===== src/rtl/vend_dispenser.sv =====
// Vend actuator back end: drives the product motor and a serial 5-unit coin hopper,
// tracks per-product stock and hopper coins, and refunds in full when a product is sold out.
`timescale 1ns/1ps
module vend_dispenser #(
    parameter int unsigned STOCK_INIT   = 8,
    parameter int unsigned COIN_INIT    = 20,
    parameter int unsigned MOTOR_CYCLES = 4,
    parameter int unsigned ACK_TIMEOUT  = 15
) (
    input  logic       clk,
    input  logic       rst,
    input  logic       vend_valid,
    input  logic [1:0] productout,
    input  logic [2:0] change,
    output logic       busy,
    output logic [3:0] motor,
    output logic       coin_req,
    input  logic       coin_ack,
    output logic       done,
    output logic       refunded,
    output logic [3:0] sold_out,
    output logic       low_change,
    output logic       fault
);

    localparam int unsigned MCW = $clog2(MOTOR_CYCLES + 1);
    localparam int unsigned WCW = $clog2(ACK_TIMEOUT + 1);

    typedef enum logic [2:0] {
        S_IDLE,
        S_MOTOR,
        S_PAY,
        S_GAP,
        S_DONE
    } state_e;

    state_e          state_q, state_d;
    logic [1:0]      p_q, p_d;
    logic [2:0]      coins_left_q, coins_left_d;
    logic            refund_q, refund_d;
    logic [MCW-1:0]  motor_cnt_q, motor_cnt_d;
    logic [WCW-1:0]  wait_cnt_q, wait_cnt_d;
    logic [3:0][3:0] stock_q, stock_d;
    logic [4:0]      coin_count_q, coin_count_d;
    logic            fault_q, fault_d;
    logic            busy_q, busy_d;
    logic [3:0]      motor_q, motor_d;
    logic            coin_req_q, coin_req_d;
    logic            done_q, done_d;
    logic            refunded_q, refunded_d;

    logic [1:0]      nchg;
    logic            chg_ok;
    logic            code_ok;

    // Change decode: one-hot code to number of 5-unit coins, plus legality of the total.
    always_comb begin
        nchg   = 2'd0;
        chg_ok = 1'b1;
        case (change)
            3'b000:  nchg = 2'd0;
            3'b001:  nchg = 2'd1;
            3'b010:  nchg = 2'd2;
            3'b100:  nchg = 2'd3;
            default: chg_ok = 1'b0;
        endcase
        code_ok = chg_ok && (({1'b0, productout} + {1'b0, nchg}) <= 3'd3);
    end

    always_ff @(posedge clk or posedge rst) begin
        if (rst) begin
            state_q      <= S_IDLE;
            p_q          <= 2'd0;
            coins_left_q <= 3'd0;
            refund_q     <= 1'b0;
            motor_cnt_q  <= '0;
            wait_cnt_q   <= '0;
            stock_q      <= {4{4'(STOCK_INIT)}};
            coin_count_q <= 5'(COIN_INIT);
            fault_q      <= 1'b0;
            busy_q       <= 1'b0;
            motor_q      <= 4'd0;
            coin_req_q   <= 1'b0;
            done_q       <= 1'b0;
            refunded_q   <= 1'b0;
        end else begin
            state_q      <= state_d;
            p_q          <= p_d;
            coins_left_q <= coins_left_d;
            refund_q     <= refund_d;
            motor_cnt_q  <= motor_cnt_d;
            wait_cnt_q   <= wait_cnt_d;
            stock_q      <= stock_d;
            coin_count_q <= coin_count_d;
            fault_q      <= fault_d;
            busy_q       <= busy_d;
            motor_q      <= motor_d;
            coin_req_q   <= coin_req_d;
            done_q       <= done_d;
            refunded_q   <= refunded_d;
        end
    end

    always_comb begin
        state_d      = state_q;
        p_d          = p_q;
        coins_left_d = coins_left_q;
        refund_d     = refund_q;
        motor_cnt_d  = motor_cnt_q;
        wait_cnt_d   = wait_cnt_q;
        stock_d      = stock_q;
        coin_count_d = coin_count_q;
        fault_d      = fault_q;

        case (state_q)
            S_IDLE: begin
                if (vend_valid) begin
                    if (!code_ok) begin
                        fault_d = 1'b1;
                    end else if (stock_q[productout] != 4'd0) begin
                        stock_d[productout] = stock_q[productout] - 4'd1;
                        p_d          = productout;
                        coins_left_d = {1'b0, nchg};
                        motor_cnt_d  = '0;
                        state_d      = S_MOTOR;
                    end else begin
                        // Sold out: pay back the product price plus the change owed.
                        p_d          = productout;
                        refund_d     = 1'b1;
                        coins_left_d = 3'(productout) + 3'(nchg) + 3'd1;
                        wait_cnt_d   = '0;
                        state_d      = S_PAY;
                    end
                end
            end
            S_MOTOR: begin
                if (motor_cnt_q == MCW'(MOTOR_CYCLES - 1)) begin
                    wait_cnt_d = '0;
                    state_d    = (coins_left_q == 3'd0) ? S_DONE : S_PAY;
                end else begin
                    motor_cnt_d = motor_cnt_q + MCW'(1);
                end
            end
            S_PAY: begin
                if (coin_count_q == 5'd0) begin
                    fault_d = 1'b1;
                    state_d = S_DONE;
                end else if (coin_ack && coin_req_q) begin
                    coin_count_d = coin_count_q - 5'd1;
                    if (coins_left_q != 3'd0) begin
                        coins_left_d = coins_left_q - 3'd1;
                    end
                    state_d = (coins_left_q <= 3'd1) ? S_DONE : S_GAP;
                end else if (wait_cnt_q == WCW'(ACK_TIMEOUT - 1)) begin
                    fault_d = 1'b1;
                    state_d = S_DONE;
                end else begin
                    wait_cnt_d = wait_cnt_q + WCW'(1);
                end
            end
            S_GAP: begin
                wait_cnt_d = '0;
                state_d    = S_PAY;
            end
            S_DONE: begin
                refund_d = 1'b0;
                state_d  = S_IDLE;
            end
            default: state_d = S_IDLE;
        endcase

        // A vend request while a transaction is in flight is dropped and flagged.
        if (vend_valid && (state_q != S_IDLE)) begin
            fault_d = 1'b1;
        end

        busy_d     = (state_d != S_IDLE);
        motor_d    = (state_d == S_MOTOR) ? (4'b0001 << p_d) : 4'd0;
        coin_req_d = (state_d == S_PAY) && (coin_count_d != 5'd0);
        done_d     = (state_d == S_DONE);
        refunded_d = (state_d == S_DONE) && refund_d;
    end

    always_comb begin
        for (int i = 0; i < 4; i++) begin
            sold_out[i] = (stock_q[i] == 4'd0);
        end
        low_change = (coin_count_q < 5'd3);
    end

    assign busy     = busy_q;
    assign motor    = motor_q;
    assign coin_req = coin_req_q;
    assign done     = done_q;
    assign refunded = refunded_q;
    assign fault    = fault_q;

endmodule


===== config.mk =====
export PLATFORM = sky130hd
export DESIGN_NAME = vend_dispenser
export DESIGN_NICKNAME = d
export VERILOG_FILES = /design/src/rtl/vend_dispenser.sv
export SDC_FILE = /design/constraint.sdc
export NUM_CORES = 1
export LEC_CHECK = 0
export CAP_MARGIN = 10
export CORE_ASPECT_RATIO = 1.75
export CORE_MARGIN = 2
export CORE_UTILIZATION = 50
export CTS_CLUSTER_SIZE = 28
export DETAILED_ROUTE_END_ITERATION = 6
export GPL_TIMING_DRIVEN = 0
export PLACE_DENSITY = 0.71
export SETUP_SLACK_MARGIN = 0.15
export SLEW_MARGIN = 15
export SYNTH_ARGS = -nofsm -noshare
export SYNTH_HDL_FRONTEND = slang
export SYNTH_SLANG_ARGS = --single-unit

===== constraint.sdc =====
create_clock -name clk -period 2.8 [get_ports clk]
set_input_delay 0.7 -clock clk [delete_from_list [all_inputs] [get_ports clk]]
set_output_delay 0.7 -clock clk [all_outputs]
set_load 0.1 [all_outputs]

==> impl_results.rst <==
.. list-table::
   :header-rows: 1

   * - Metric
     - Value
   * - Status
     - finished, violations left
   * - Initial core utilization
     - 51.2%
   * - I/O pin cnt
     - 23
   * - Maximum buffer depth of the clock tree
     - 2
   * - Critical path startpoint category
     - input port
   * - Skew-Pair Late Insertion Delay
     - 0.30 ns
   * - DRC viols
     - 2
   * - First-pass GRT wire length
     - 10,100 um
   * - Portion of the post-synthesis area used by sequential elements
     - 43.8%
   * - Count of buffers inserted at the top-level ports
     - 21
   * - CTS tree
     - yes
   * - Overall power of the completed layout
     - 3.85 mW
   * - Net switching power
     - 1.78 mW
   * - Total via count after detailed routing
     - 2,172
   * - Post-synth ARST share
     - 100%
   * - Count of endpoints failing setup in the final report
     - 31
   * - Half-perimeter wire length of the detailed placement result
     - 4140 um
   * - Cell chosen for the clock root
     - clkbuf_8
   * - Worst-path cell chain
     - buf_8 > xnor2_4 > nor2_2 > ha_2 > inv_2 > fa_1 > inv_1 > ha_2 > ha_4 > a21oi_4 > nor3_4 > buf_12 > buf_4 > buf_6 > nor2_4 > buf_4 > o2bb2ai_1
   * - Cell at the slowest stage of the critical path
     - fa_1
   * - Inserted Clock Buffers
     - 5
   * - Overall die width
     - 59.0 um
   * - Setup Skew
     - 0.00669 ns
   * - Via-per-instance ratio
     - 6.02
   * - Distinct cells, synth
     - 64
   * - Number of cells after detailed placement
     - 312
   * - Arrival time of the worst setup path
     - 3.19 ns
   * - Maximum ir drop on the vdd rail
     - 621 uV
   * - Routed len/inst
     - 18.4 um
   * - Final critical-path required period
     - 2.97 ns
   * - Cell area power density
     - 1030 nW/um2
   * - Routability congestion estimate from global placement
     - 0.810
   * - Setup ws final
     - -0.169 ns
   * - Worst hold-check path type
     - flip-flop to flip-flop
   * - Switching share of power
     - 46.2%
   * - Drt total wl
     - 6640 um
   * - Failing checks
     - design-rule violations, negative setup slack
   * - Pint
     - 2.07 mW
   * - Crit Path Class
     - input port to flip-flop
   * - Grt ovf
     - 0
   * - Largest net degree at the start of global routing
     - 25
   * - Share of final-layout standard cells stronger than drive strength 1
     - 42.2%
   * - Area growth syn-to-layout
     - 40.9%
   * - Setup repair after global routing missed its margin
     - true
   * - Number of nets with antenna violations after detailed routing
     - 0
   * - H-tree depth reported by CTS
     - 2
   * - DIE HEIGHT
     - 100 um
   * - Number of failing hold endpoints at the final stage
     - 0
   * - Period Utilization, post-route
     - 106%
   * - Final design instance area without fill
     - 3730 um2
   * - Violation count after the first detailed-route iteration
     - 84
   * - Count of antenna diodes in the layout
     - 0
   * - Die Area
     - 5910 um2
   * - Number of iterations in the first detailed-routing pass
     - 7
   * - Worst-case headroom to the max-slew limit
     - 34.9%
   * - Nets
     - 327
   * - Buffering stage count on the worst path with inverters included
     - 7
   * - Post-synthesis instance total
     - 235
   * - Combinational Power Share
     - 57.7%
   * - Cell family with the largest share of critical-path delay
     - adder cells
   * - Setup TNS
     - -2.98 ns
   * - Highest cell delay on the worst timing path
     - 0.52 ns
   * - Non-filler instance count after layout
     - 361
   * - Fmax
     - 0.337 GHz
   * - Gr usage total
     - 22.6%
   * - Clock share of power
     - 12.5%
   * - Placed Instance Area
     - 3060 um2
   * - Most used flip-flop cell after synthesis
     - dfrtp_1
   * - Core utilization of the finished layout
     - 72.1%
   * - P_leak
     - 1.71 nW
   * - Crit path capture type
     - flip-flop
   * - Vias in the first global route
     - 2,212
   * - Data required time at the worst endpoint
     - 3.03 ns
   * - Slew at the pin closest to its max-slew limit
     - 0.974 ns
   * - Yosys synthesis warning count
     - 0
   * - Total core area
     - 5170 um2
   * - EDFF count, synth
     - 0
   * - Mapped Avg Cell Area
     - 11.3 um2
   * - Sequential share of power
     - 29.7%
   * - Clock transition at the registers of the reported paths
     - 0.09 ns
   * - Max-capacitance violation count
     - 0
   * - Initial antenna violation count
     - 0
   * - Quantity of hold-fixing buffers added after cts
     - 0
   * - Sinks on the clock net
     - 46
   * - Number of flip-flops and latches in the synthesized netlist
     - 46
   * - Netlist Area Pre-Place
     - 2650 um2
   * - Syn nets
     - 257
   * - Site row count
     - 35
   * - Pins Over Slew Limit
     - 0
   * - Worst-path fanout max
     - 8
-- final cells by class --
cell class | count | area (um2)
Buffer | 8 | 86.3
Sequential cell | 46 | 1160
Inverter | 22 | 82.6
Timing Repair Buffer | 63 | 643
Tap cell | 55 | 68.8
Clock buffer | 5 | 68.8
Fill cell | 382 | 1440
Clock inverter | 3 | 40.0
Multi-Input combinational cell | 159 | 1580
-- path summary, 6_finish.rpt --
path	slack (ns)	depth (start not counted)	to	start
worst max-delay path	-0.17	17	coins_left_q[1]	change[0]
worst min-delay path	0.48	1	fault	fault
worst max register to register	0.30	9	stock_q[6]	stock_q[13]
worst min register to register	0.48	1	fault	fault
max in group asynchronous	1.48	3	coin_count_q[2]	rst
min in group asynchronous	0.75	2	motor[2]	rst
-- placed cells by master, fill, tap and decap left out, drive strengths merged, types with 4 or more instances in the layout --
cell           count
a21o               4
nor3b              5
ha                12
o21ai              4
a21oi              5
nor4               6
nor2              13
mux2i              7
mux2              16
dlygate4sd2        4
clkdlybuf4s50     12
dfstp              6
nand2              9
dfrtp             40
nand2b             4
buf               52
inv               22
clkbuf             6
nand3              6
nor3               8
nand4              5
xnor2              4
-- registers in the layout (all words and copies together) (netlist names) --
signal        flops
busy              1
coin_count_q      5
coin_req          1
coins_left_q      3
done              1
fault             1
motor             4
motor_cnt_q       3
p_q               2
refund_q          1
refunded          1
state_q           3
stock_q          16
wait_cnt_q        4
-- per-layer routing --
metal	up-vias	wire (um)	GRT usage, %
li1	994	-	-
met1	1102	2380	23.1
met2	50	3770	42.2
met3	26	192	3.48
met5	-	0	0
met4	0	297	11.4
-- power by group through the flow --
stage / combinational [mW] / sequential (mW) / clock, mW
6_report: 2.22 / 1.14 / 0.483
3_5_place_dp: 1.87 / 1.15 / 0
3_3_place_gp: 1.84 / 1.14 / 0
4_1_cts: 2.03 / 1.14 / 0.494
2_1_floorplan: 1.27 / 1.32 / 0
5_1_grt: 2.37 / 1.17 / 0.518
-- cells by family after synthesis --
group	after synthesis	synth area share [%]
AND/OR/NAND/NOR	76	18.5
flip-flops	46	43.8
AO/OA/AOI/OAI	38	11.0
buffers and inverters	30	6.10
multiplexers	26	12.2
adder cells (fa/ha/maj)	14	6.81
XOR/XNOR	5	1.66
-- cell usage after synthesis, types with 3 or more instances --
cell type / n / share of area (%)
dfrtp_1: 40 / 38
o2bb2ai_1: 3 / 0.99
xnor2_1: 4 / 1.3
mux2i_1: 7 / 2.6
nor3b_1: 4 / 1.1
o21ai_0: 3 / 0.57
and2_1: 3 / 0.71
nand2_1: 8 / 1.1
nand4_1: 5 / 1.2
ha_1: 12 / 5.7
a21oi_1: 5 / 0.95
dfstp_2: 6 / 6.0
a21o_1: 4 / 1.1
o21a_1: 3 / 0.85
nor3_1: 6 / 1.1
nand2b_1: 4 / 0.95
o31ai_1: 3 / 0.85
nand3_1: 6 / 1.1
inv_1: 22 / 3.1
buf_6: 6 / 2.6
mux2_2: 16 / 6.8
nor2_1: 13 / 1.8
nor4_1: 4 / 0.95
-- per-stage QoR --
| step | setup slack [ns] | hold WS [ns] |
|---|---|---|
| 2_1_floorplan | -0.157 | 0.448 |
| 3_3_place_gp | -0.938 | 0.451 |
| 3_5_place_dp | -0.995 | 0.458 |
| 4_1_cts | -0.123 | 0.482 |
| 5_1_grt | -0.265 | 0.513 |
| 6_report | -0.169 | 0.476 |
-- timing repair --
| item | in CTS | in global routing |
|---|---|---|
| pin swaps | 20 | 16 |
| endpoints found under the setup margin | 44 | 39 |
| gates cloned | 0 | 1 |
| gates resized for setup | 51 | 34 |
| buffers inserted | 28 | 12 |
(Power assumes the default switching activity.)
